`config.mk`:
```
export PLATFORM = sky130hd
export DESIGN_NAME = perceptron_trainer
export DESIGN_NICKNAME = d
export VERILOG_FILES = /design/src/rtl/perceptron_trainer.sv
export SDC_FILE = /design/constraint.sdc
export NUM_CORES = 1
export LEC_CHECK = 0
export CELL_PAD_IN_SITES_DETAIL_PLACEMENT = 2
export CELL_PAD_IN_SITES_GLOBAL_PLACEMENT = 2
export CORE_MARGIN = 5
export CORE_UTILIZATION = 32
export DETAILED_ROUTE_END_ITERATION = 16
export HOLD_SLACK_MARGIN = 0.02
export PLACE_DENSITY = 0.77
export SKIP_LAST_GASP = 1
export SLEW_MARGIN = 5
export SYNTH_ARGS = -nofsm -noshare
export SYNTH_HDL_FRONTEND = slang
export SYNTH_SLANG_ARGS = --single-unit
```
`constraint.sdc`:
```
create_clock -name clk -period 8 [get_ports clk]
set_clock_uncertainty 0.1 [all_clocks]
set_input_delay 2.4 -clock clk [delete_from_list [all_inputs] [get_ports clk]]
set_output_delay 2.4 -clock clk [all_outputs]
set_load 0.01 [all_outputs]
```
`src/rtl/perceptron_trainer.sv`:
```
// Perceptron training engine: reads the weight vector for a resolved branch, recomputes y,
// applies the saturating training rule and writes the vector back when training is needed.
module perceptron_trainer #(
    parameter int unsigned N_HIST = 8,
    parameter int unsigned W_BITS = 8,
    parameter int unsigned ADDR_W = 8,
    parameter int unsigned THETA  = 29,
    parameter int unsigned Y_W    = 12
) (
    input  logic                         clk,
    input  logic                         rst,
    input  logic                         upd_valid,
    output logic                         upd_ready,
    input  logic [ADDR_W-1:0]            upd_index,
    input  logic [N_HIST-1:0]            upd_hist,
    input  logic                         upd_taken,
    output logic                         rd_req_valid,
    input  logic                         rd_req_ready,
    output logic [ADDR_W-1:0]            rd_addr,
    input  logic                         rd_rsp_valid,
    input  logic [(N_HIST+1)*W_BITS-1:0] rd_rsp_data,
    output logic                         wr_valid,
    input  logic                         wr_ready,
    output logic [ADDR_W-1:0]            wr_addr,
    output logic [(N_HIST+1)*W_BITS-1:0] wr_data,
    output logic [15:0]                  train_cnt,
    output logic [15:0]                  skip_cnt
);

    localparam int unsigned VEC_W = (N_HIST + 1) * W_BITS;
    localparam int unsigned CNT_W = 16;

    typedef enum logic [2:0] {
        IDLE    = 3'd0,
        RD_REQ  = 3'd1,
        RD_WAIT = 3'd2,
        CALC    = 3'd3,
        WR      = 3'd4
    } state_t;

    state_t state, next_state;

    logic [N_HIST-1:0] hist_q;
    logic              taken_q;
    logic [VEC_W-1:0]  vec_q;

    logic             capture, load_vec, load_wr, inc_train, inc_skip;
    logic [Y_W-1:0]   y_c;
    logic [Y_W-1:0]   y_abs_c;
    logic             pred_c;
    logic             train_c;
    logic [VEC_W-1:0] new_vec_c;

    // One saturating +/-1 step on a signed weight.
    function automatic logic [W_BITS-1:0] sat_step(input logic [W_BITS-1:0] w, input logic inc);
        logic [W_BITS:0] s;
        s = {w[W_BITS-1], w} + (inc ? (W_BITS+1)'(1) : {(W_BITS+1){1'b1}});
        if (s[W_BITS] != s[W_BITS-1])
            sat_step = s[W_BITS] ? {1'b1, {(W_BITS-1){1'b0}}} : {1'b0, {(W_BITS-1){1'b1}}};
        else
            sat_step = s[W_BITS-1:0];
    endfunction

    // Perceptron output and updated vector from the captured weights.
    always_comb begin
        logic [W_BITS-1:0] w;
        y_c       = '0;
        new_vec_c = '0;
        for (int j = 0; j < int'(N_HIST); j++) begin
            w = vec_q[j*W_BITS +: W_BITS];
            if (hist_q[j])
                y_c = y_c + {{(Y_W-W_BITS){w[W_BITS-1]}}, w};
            else
                y_c = y_c - {{(Y_W-W_BITS){w[W_BITS-1]}}, w};
            new_vec_c[j*W_BITS +: W_BITS] = sat_step(w, hist_q[j] == taken_q);
        end
        w = vec_q[N_HIST*W_BITS +: W_BITS];
        y_c = y_c + {{(Y_W-W_BITS){w[W_BITS-1]}}, w};
        new_vec_c[N_HIST*W_BITS +: W_BITS] = sat_step(w, taken_q);
        pred_c  = ~y_c[Y_W-1];
        y_abs_c = y_c[Y_W-1] ? -y_c : y_c;
        train_c = (pred_c != taken_q) || (y_abs_c <= Y_W'(THETA));
    end

    always_ff @(posedge clk or negedge rst) begin
        if (!rst) state <= IDLE;
        else      state <= next_state;
    end

    always_comb begin
        next_state = state;
        capture    = 1'b0;
        load_vec   = 1'b0;
        load_wr    = 1'b0;
        inc_train  = 1'b0;
        inc_skip   = 1'b0;
        case (state)
            IDLE: if (upd_valid) begin
                capture    = 1'b1;
                next_state = RD_REQ;
            end
            RD_REQ: if (rd_req_ready) next_state = RD_WAIT;
            RD_WAIT: if (rd_rsp_valid) begin
                load_vec   = 1'b1;
                next_state = CALC;
            end
            CALC: begin
                if (train_c) begin
                    load_wr    = 1'b1;
                    next_state = WR;
                end else begin
                    inc_skip   = 1'b1;
                    next_state = IDLE;
                end
            end
            WR: if (wr_ready) begin
                inc_train  = 1'b1;
                next_state = IDLE;
            end
            default: next_state = IDLE;
        endcase
    end

    // Handshake outputs are registered copies of the next-state decode.
    always_ff @(posedge clk or negedge rst) begin
        if (!rst) begin
            upd_ready    <= 1'b1;
            rd_req_valid <= 1'b0;
            wr_valid     <= 1'b0;
        end else begin
            upd_ready    <= (next_state == IDLE);
            rd_req_valid <= (next_state == RD_REQ);
            wr_valid     <= (next_state == WR);
        end
    end

    always_ff @(posedge clk or negedge rst) begin
        if (!rst) begin
            hist_q    <= '0;
            taken_q   <= 1'b0;
            vec_q     <= '0;
            rd_addr   <= '0;
            wr_addr   <= '0;
            wr_data   <= '0;
            train_cnt <= '0;
            skip_cnt  <= '0;
        end else begin
            if (capture) begin
                rd_addr <= upd_index;
                hist_q  <= upd_hist;
                taken_q <= upd_taken;
            end
            if (load_vec) vec_q <= rd_rsp_data;
            if (load_wr) begin
                wr_addr <= rd_addr;
                wr_data <= new_vec_c;
            end
            if (inc_train) train_cnt <= train_cnt + CNT_W'(1);
            if (inc_skip)  skip_cnt  <= skip_cnt + CNT_W'(1);
        end
    end

endmodule

```
# --- Word level (Yosys, flattened, before mapping) ---
# Index checks and enable logic that the tools add are counted.
word_totals:
  elab_cells: 121
  regBits: 207
  inputBits: 95
  output_inout_bits: 123
classes:
  reduce_logical: 3
  eq_ne: 24
  muxes: 52
  n_addsub: 28
  bitwise_logic: 1
  n_lt_le_gt_ge: 1
op_table:
  columns: ["operator", "count"]
  rows:
  - ["8-bit 2-to-1 mux", 18]
  - ["12-bit 2-to-1 mux", 9]
  - ["12-bit adder", 8]
  - ["12-bit subtractor", 7]
  - ["9-bit adder", 9]
  - ["9-bit 2-to-1 mux", 9]
  - ["16-bit by 1-bit adder with 16-bit output, second input constant", 2]
  - ["3-bit 2-to-1 mux", 5]
  - ["3-bit case mux with 5 select lines", 1]
  - ["12-bit by 5-bit <= comparator with 1-bit output, second input constant", 1]
  - ["12-bit negation", 1]
  - ["1-bit 2-to-1 mux", 10]
  - ["1-bit != test", 10]
  - ["1-bit by 8-bit subtractor with 9-bit output, first input constant", 1]
  - ["1-bit equality test", 8]
  - ["3-bit by 1-bit equality test with 1-bit output, second input constant", 2]
  - ["3-bit by 2-bit equality test with 1-bit output, second input constant", 2]
  - ["3-bit equality test, second input constant", 2]
  - ["3-bit logical NOT", 2]
  - ["1-bit logical OR", 1]
  - ["1-bit inverter", 1]

# --- Longest topological paths before layout ---
# Gate-level depths: netlist of run 1.
depth:
  ltp_word: 24
  ltp_mapped: 47
  ltp_nobuf: 45

# --- Least setup slack after synthesis of run 1 ---
# No wires, ideal clock.
synth_timing:
  path_type: "reg2reg"
  startpoint: "register vec_q[8]"
  endpoint: "register wr_addr[0]"
  setup_ns: 0.125
  required_time_ns: 7.775
  n_path_buf: 2
  slack_ns: -0.643
  synth_period_minus_slack_ns: 8.643
  path_stages_with_launch: 40
  t_arrival_ns: 8.418
  cell_sequence: "dfrtp_1 > inv_1 > ha_1 > mux2_2 > inv_1 > fa_1 > inv_1 > fa_1 > a21o_1 > a21oi_1 > o21bai_1 > a21oi_1 > xnor2_1 > ha_1 > nor2_1 > or4b_1 > nand2_1 > xnor2_1 > [4 not listed] > xnor2_1 > ha_1 > a2111oi_0 > a21oi_1 > xor2_1 > ha_1 > xnor2_1 > ha_1 > or2_2 > a21oi_1 > a21oi_1 > xnor3_1 > xnor2_1 > mux2_4 > nor2b_4 > buf_12 > buf_8 > mux2_4"
synth_between:
  elab_chain_len: 21
  word_cells_on_any_way: 30
  classes_between: "add/sub (16); order compare (1); eq/ne (1); mux (10); bitwise (1); reduce/logical (1)"
synth_lines:
  columns: ["item", "line_no", "text"]
  rows:
  - ["start: declaration", "45", "logic [VEC_W-1:0] vec_q;"]
  - ["start signal: assignment", "153", "if (load_vec) vec_q <= rd_rsp_data;"]
  - ["12-bit subtractor / 12-bit adder (equally long branches)", "74, 72", null]
  - ["12-bit 2-to-1 mux *", "71", "if (hist_q[j])"]
  - ["12-bit subtractor / 12-bit adder (equally long branches)", "74, 72", null]
  - ["12-bit 2-to-1 mux *", "71", null]
  - ["12-bit subtractor / 12-bit adder (equally long branches)", "74, 72", null]
  - ["12-bit 2-to-1 mux *", "71", null]
  - ["12-bit subtractor / 12-bit adder (equally long branches)", "74, 72", null]
  - ["12-bit 2-to-1 mux *", "71", null]
  - ["[5 not listed]", null, null]
  - ["12-bit 2-to-1 mux *", "71", null]
  - ["12-bit adder *", "78", "y_c = y_c + {{(Y_W-W_BITS){w[W_BITS-1]}}, w};"]
  - ["12-bit negation", "81", "y_abs_c = y_c[Y_W-1] ? -y_c : y_c;"]
  - ["12-bit 2-to-1 mux", "81", null]
  - ["12-bit by 5-bit <= comparator with 1-bit output", "82", "train_c = (pred_c != taken_q) || (y_abs_c <= Y_W'(THETA));"]
  - ["1-bit logical OR *", "82", null]
  - ["1-bit 2-to-1 mux *", "108", "if (train_c) begin"]
  - ["1-bit 2-to-1 mux *", "97", "case (state)"]
  - ["end signal: assignment", "155", "wr_addr <= rd_addr;"]
  - ["end: declaration", "24", "output logic [ADDR_W-1:0] wr_addr,"]
# Mark *: on every way between the ends. The rest lies on a longest branch, timed or not.
# A chain may end at the register's enable or synchronous reset.

# --- Final worst setup path of run 1 ---
layout_timing:
  startpoint: "register vec_q[9]"
  endpoint: "register wr_data[40]"
layout_between:
  elab_chain_len: 21
  word_cells_on_any_way: 30
  classes_between: "add/sub (16); order compare (1); eq/ne (1); mux (10); bitwise (1); reduce/logical (1)"
layout_lines:
  columns: ["item", "line_no", "text"]
  rows:
  - ["12-bit subtractor / 12-bit adder (equally long branches)", "74, 72", null]
  - ["12-bit 2-to-1 mux *", "71", null]
  - ["12-bit subtractor / 12-bit adder (equally long branches)", "74, 72", null]
  - ["12-bit 2-to-1 mux *", "71", null]
  - ["12-bit subtractor / 12-bit adder (equally long branches)", "74, 72", null]
  - ["12-bit 2-to-1 mux *", "71", null]
  - ["12-bit subtractor / 12-bit adder (equally long branches)", "74, 72", null]
  - ["12-bit 2-to-1 mux *", "71", null]
  - ["[5 not listed]", null, null]
  - ["12-bit 2-to-1 mux *", "71", null]
  - ["12-bit adder *", "78", null]
  - ["12-bit negation", "81", null]
  - ["12-bit 2-to-1 mux", "81", null]
  - ["12-bit by 5-bit <= comparator with 1-bit output", "82", null]
  - ["1-bit logical OR *", "82", null]
  - ["1-bit 2-to-1 mux *", "108", null]
  - ["1-bit 2-to-1 mux *", "97", null]
  - ["end signal: assignment", "156", "wr_data <= new_vec_c;"]
  - ["end: declaration", "25", "output logic [(N_HIST+1)*W_BITS-1:0] wr_data,"]
# Marked as above.

==> results_dict.tcl, run 1 <==
set metrics [dict create \
    clk_pin_slew_ps 60 \
    worst_setup_path_start_kind "flop" \
    synth_seq_cells 207 \
    nNetsFinal 2337 \
    cap_viol_max_count 0 \
    rsz0062_at_grt "yes" \
    ctsHoldBuffers 0 \
    rows 82 \
    design.core.area_sq_um 50170 \
    overflow 0 \
    slew-limit-headroom 0.2560 \
    synth-main-ff-cell "dfrtp_1" \
    ios 218 \
    ff_latch_area_sq_um 5181 \
    synth_cell_type_count 68 \
    area_delta_synth_final_pct 37.31 \
    hold_viol 0 \
    antenna_found_initial 1 \
    final_core_util 0.4439 \
    min_path_type "flop to flop" \
    grt_pass1_vias 16480 \
    syn-cell-area_sq_um 16220 \
    whs_path_depth 1 \
    worst_slew_pin_slew_ps 1116 \
    grt_max_degree 102 \
    cp_max_fo 5 \
    endpoint "wr_data[40]" \
    criticalPathCategory "flop to flop" \
    clk_latency_ps 570 \
    die_area_sq_um 55290 \
    yosys_warnings 0 \
    root_buffer "clkbuf_16" \
    crit_start "vec_q[9]" \
    critPathSlowestCell "fa_2" \
    place_ws_ps -1320 \
    portBuffers 217 \
    drt_first_iter_violations 512 \
    vias_per_cell 5.185 \
    start_util 0.3233 \
    drt_wl_total_um 62210 \
    synthArstFlopShare 1.000 \
    wire_per_inst_um 22.62 \
    regToRegStartpoint "vec_q[9]" \
    grt_pass1_wl_um 92960 \
    cts_tree "built" \
    cts_buffer_depth 3 \
    fill_cells 5256 \
    r2r_slack_ps -1140 \
    synthesis.nets 1941 \
    period_needed_ps 9141 \
    dieWidth_um 235.1 \
    max_freq_mhz 109.4 \
    crit_path_end_kind "flop" \
    syn_avg_cell_area_sq_um 9.730 \
    critical-path-max-stage-delay_ps 670 \
    r2r_end "wr_data[40]" \
    cp_data_required_time_ps 8340 \
    dr.pass1.iters 4 \
    yosysSeqAreaShare 0.3194 \
    setup_viol 99 \
    synthCells 1667 \
    reg2reg_depth 41 \
    cts.sinks 207 \
    arrival_ps 9480 \
    drc 0 \
    drv_slew 0 \
    fin_crit_sh 1.143 \
    htreeDepth 1 \
    gp_congestion 0.8169 \
    status "finished with violations" \
    multi_input_area_sq_um 11090 \
    violations "negative setup slack" \
    drive_gt1_frac 0.2470 \
    hold_path.startpoint "skip_cnt[15]" \
    dp_hpwl_um 43030 \
    setup_ws_ps -1141 \
    grt_use_total 0.2046 \
    die_y_um 235.1 \
    crit_path_frequent_cell "ha_1" \
    synth_edf_count 0 \
    cts_buffers 26 \
    vias 14260 \
    ant_nets 0 \
]
-- flip-flops by register name, indices dropped and copies added, names as in the netlist --
| register | cells |
|---|---|
| rd_req_valid | 1 |
| taken_q | 1 |
| skip_cnt | 16 |
| upd_ready | 1 |
| wr_valid | 1 |
| vec_q | 72 |
| state | 3 |
| wr_addr | 8 |
| wr_data | 72 |
| train_cnt | 16 |
| hist_q | 8 |
| rd_addr | 8 |
-- layer usage --
| metal | share of wire | track usage | vias up |
|---|---|---|---|
| met2 | 0.54 | 0.3928 | 251 |
| met5 | 0 | 0 | - |
| met4 | 0.026 | 0.04849 | 0 |
| li1 | - | - | 6633 |
| met3 | 0.029 | 0.02788 | 83 |
| met1 | 0.41 | 0.2400 | 7293 |
-- cells by family after synthesis --
kind of cell / count (synthesis) / synth area share
flip-flops: 207 / 0.3194
XOR/XNOR: 217 / 0.1198
AND/OR/NAND/NOR: 344 / 0.1007
AO/OA/AOI/OAI: 394 / 0.1426
adder cells (fa/ha/maj): 180 / 0.1466
multiplexers: 164 / 0.1263
buffers and inverters: 161 / 0.04459
-- cells in the mapped netlist, types with 2 or more instances --
library cell	number	share of area
a21o_1	31	0.014
nor2b_1	23	0.0089
nor2_1	117	0.027
mux2i_1	19	0.012
nor3_1	36	0.011
nor3_2	2	0.0012
nand4_1	11	0.0042
o21ai_0	121	0.037
dfrtp_1	206	0.32
buf_1	3	0.00069
fa_1	17	0.021
and3_1	10	0.0039
o22ai_1	2	0.00077
buf_2	2	0.00062
nand2_1	81	0.019
ha_1	162	0.12
and4_1	2	0.0011
xnor3_1	2	0.0028
xnor2_1	131	0.071
xor2_1	83	0.045
a21oi_1	134	0.041
a211oi_1	7	0.0032
or2_2	3	0.0012
o21bai_1	49	0.023
nor3b_1	3	0.0014
a21boi_0	2	0.00093
inv_1	123	0.028
buf_12	6	0.0074
nand3_1	16	0.0049
or2_1	2	0.00077
a31oi_1	24	0.0093
nand2b_1	15	0.0058
nor4_1	11	0.0042
mux2_4	60	0.056
and2_1	4	0.0015
clkbuf_1	25	0.0058
o21a_1	7	0.0032
mux2_2	85	0.059
-- layout make-up --
| type | count | area share |
|---|---|---|
| clock inverters | 8 | 0.004551 |
| inverters | 123 | 0.02096 |
| clock buffers | 34 | 0.03281 |
| well taps | 672 | 0.03775 |
| diodes | 1 | 0.0001124 |
| multi-input cells | 1299 | 0.4980 |
| flip-flops and latches | 207 | 0.2326 |
| repair buffers | 406 | 0.1732 |
-- repair_timing --
item	CTS	global route
pin swaps	38	24
setup endpoints to repair	99	99
gates resized for setup	90	71
hold endpoints to repair	0	0
cloned	2	7
buffers inserted	20	9
-- cells in the final DEF (no fill, tap or decap), types with 45 or more instances in the layout --
master | Yosys | routed
dfrtp_1 | 206 | 206
xor2_1 | 83 | 82
mux2_4 | 60 | 68
nand2_1 | 81 | 81
a21oi_1 | 134 | 102
o21ai_0 | 121 | 107
nor2_1 | 117 | 104
inv_1 | 123 | 113
xnor2_1 | 131 | 119
mux2_2 | 85 | 77
o21bai_1 | 49 | 45
buf_4 | 0 | 168
clkdlybuf4s50_1 | 0 | 216
ha_1 | 162 | 145
-- worst max-delay path, delay by kind of cell, from the launching register on --
family	cells	cell delay, ps
buffers and inverters	8	1050
multiplexers	3	670
XOR/XNOR	4	610
AND/OR/NAND/NOR	4	500
AO/OA/AOI/OAI	13	2180
flip-flops	1	370
adder cells (fa/ha/maj)	9	3520
-- stage by stage --
stage	hold slack [ps]	setup TNS, ps	instance area (sq um)	std cells
3_3_place_gp	359.2	-91370	20290	2669
2_1_floorplan	403.9	-23620	16330	1667
3_5_place_dp	368.2	-119650	20290	2669
6_report	367.1	-107650	22270	2750
5_1_grt	411.6	-138540	22270	2749
4_1_cts	376.0	-73770	21740	2733
-- worst min path at each step --
stage,to,slack (ps)
after floorplan,skip_cnt[15],400
after global placement,skip_cnt[15],360
after detailed placement,skip_cnt[15],370
after CTS,skip_cnt[15],380
after global routing,skip_cnt[15],410
final,skip_cnt[15],370
Power of run 1 is not shown: default switching activity piles up to over one toggle a cycle in this logic, so the estimate is an artifact.
==> run 2, diff against run 1 <==
- MAX_ROUTING_LAYER: not set -> met4
- SLEW_MARGIN: 5 -> 0
==> results_dict.tcl, run 2 (same netlist as run 1, synthesis figures left out) <==
set metrics [dict create \
    status "finished with violations" \
    cp_data_required_time_ps 8340 \
    cp_max_fo 5 \
    start_util 0.3233 \
    drc 0 \
    cts_buffers 26 \
    cp.buffers_inverters 7 \
    vias 14210 \
    rows 82 \
    r2r_slack_ps -1090 \
    clk_pin_slew_ps 60 \
    ios 218 \
    vias_per_cell 5.163 \
    htreeDepth 1 \
    drt_wl_total_um 61710 \
    endpoint "wr_data[50]" \
    path_delay_family "adder cells" \
    crit_start "vec_q[9]" \
    arrival_ps 9430 \
    drv_slew 0 \
    grt_pass1_wl_um 92840 \
    antenna_found_initial 1 \
    rsz0062_at_grt "yes" \
    drive_gt1_frac 0.2472 \
    worst_slew_pin_slew_ps 1108 \
    dr.pass1.iters 4 \
    criticalPathCategory "flop to flop" \
    design.core.area_sq_um 50170 \
    crit_path_end_kind "flop" \
    grt_use_total 0.2104 \
    r2r_end "wr_data[50]" \
    drt_first_iter_violations 464 \
    critical-path-max-stage-delay_ps 650 \
    setup_ws_ps -1090 \
    regToRegStartpoint "vec_q[9]" \
    gp_congestion 0.8303 \
    clk_latency_ps 570 \
    cp_num_cells 40 \
    cts_buffer_depth 3 \
    grt_pass1_vias 16480 \
    cts.sinks 207 \
    worst_setup_path_start_kind "flop" \
    die_y_um 235.1 \
    max_freq_mhz 110.0 \
    ant_nets 0 \
    largest_registers "vec_q: 72 flops, wr_data: 72 flops" \
    hold_viol 0 \
    crit_path_frequent_cell "ha_1" \
    reg2reg_depth 40 \
    dp_cells 2669 \
    min_path_type "flop to flop" \
    dp_hpwl_um 43030 \
    hold_path.startpoint "skip_cnt[15]" \
    overflow 0 \
    cap_viol_max_count 0 \
    area_delta_synth_final_pct 37.58 \
    fin_crit_sh 1.136 \
    wire_per_inst_um 22.42 \
    setup_viol 99 \
    root_buffer "clkbuf_16" \
    violations "negative setup slack" \
    place_ws_ps -1320 \
    period_needed_ps 9090 \
    final_common_cell "clkdlybuf4s50_1" \
    nNetsFinal 2339 \
    stdcell_count 2752 \
    dieWidth_um 235.1 \
    critPathSlowestCell "fa_2" \
    slew-limit-headroom 0.2615 \
    die_area_sq_um 55290 \
    portBuffers 217 \
    grt_max_degree 102 \
    final_cell_mix "clkdlybuf4s50_1, dfrtp_1, buf_4" \
    cts_tree "built" \
]
-- run 2: layout make-up --
cell class,instances,area (sq um)
antenna,1,2.502
clock buffer,34,730.7
clock inverter,8,101.3
fill,5253,27860
inverter,123,466.7
multi-input combinational,1299,11110
sequential,207,5181
tap,672,840.8
timing repair buffer,408,3880
-- run 2: worst register-to-register path, delay by kind of cell, from the launching register on --
| kind | cells | cell delay (ps) |
|---|---|---|
| flip-flops | 1 | 380 |
| multiplexers | 3 | 800 |
| AND/OR/NAND/NOR | 3 | 520 |
| adder cells (fa/ha/maj) | 9 | 3320 |
| buffers and inverters | 7 | 830 |
| AO/OA/AOI/OAI | 10 | 1740 |
| XOR/XNOR | 8 | 1270 |
-- run 2: worst min path at each step --
stage,endpoint,slack (ps),cells after the start
floorplan,skip_cnt[15],400,1
CTS,skip_cnt[15],380,1
detailed placement,skip_cnt[15],370,1
finish,skip_cnt[15],370,1
global route,skip_cnt[11],410,1
global placement,skip_cnt[15],360,1
-- run 2: what timing repair did --
| action | in CTS | in global routing |
|---|---|---|
| gates cloned | 2 | 7 |
| hold buffers | 0 | 0 |
| setup buffers | 20 | 11 |
| gates resized for setup | 90 | 76 |
| setup endpoints to repair | 99 | 99 |
| pin swaps | 38 | 30 |
-- run 2: per-stage QoR --
step,hold WS [ps],TNS (ps),util,area [sq um]
after global routing,405.7,-133080,0.4448,22310
after global placement,359.2,-91370,0.4043,20290
after floorplan,403.9,-23620,-,16330
after CTS,376.0,-73770,0.4333,21740
final,367.3,-101520,0.4448,22310
after detailed placement,368.2,-119650,0.4043,20290
-- run 2: routing by layer --
metal | GRT usage | wire length (um)
met1 | 0.2399 | 25240
met3 | 0.02706 | 1737
met5 | - | 0
met2 | 0.3929 | 32980
met4 | 0.04849 | 1750
Power of run 2 is left out for the same reason.
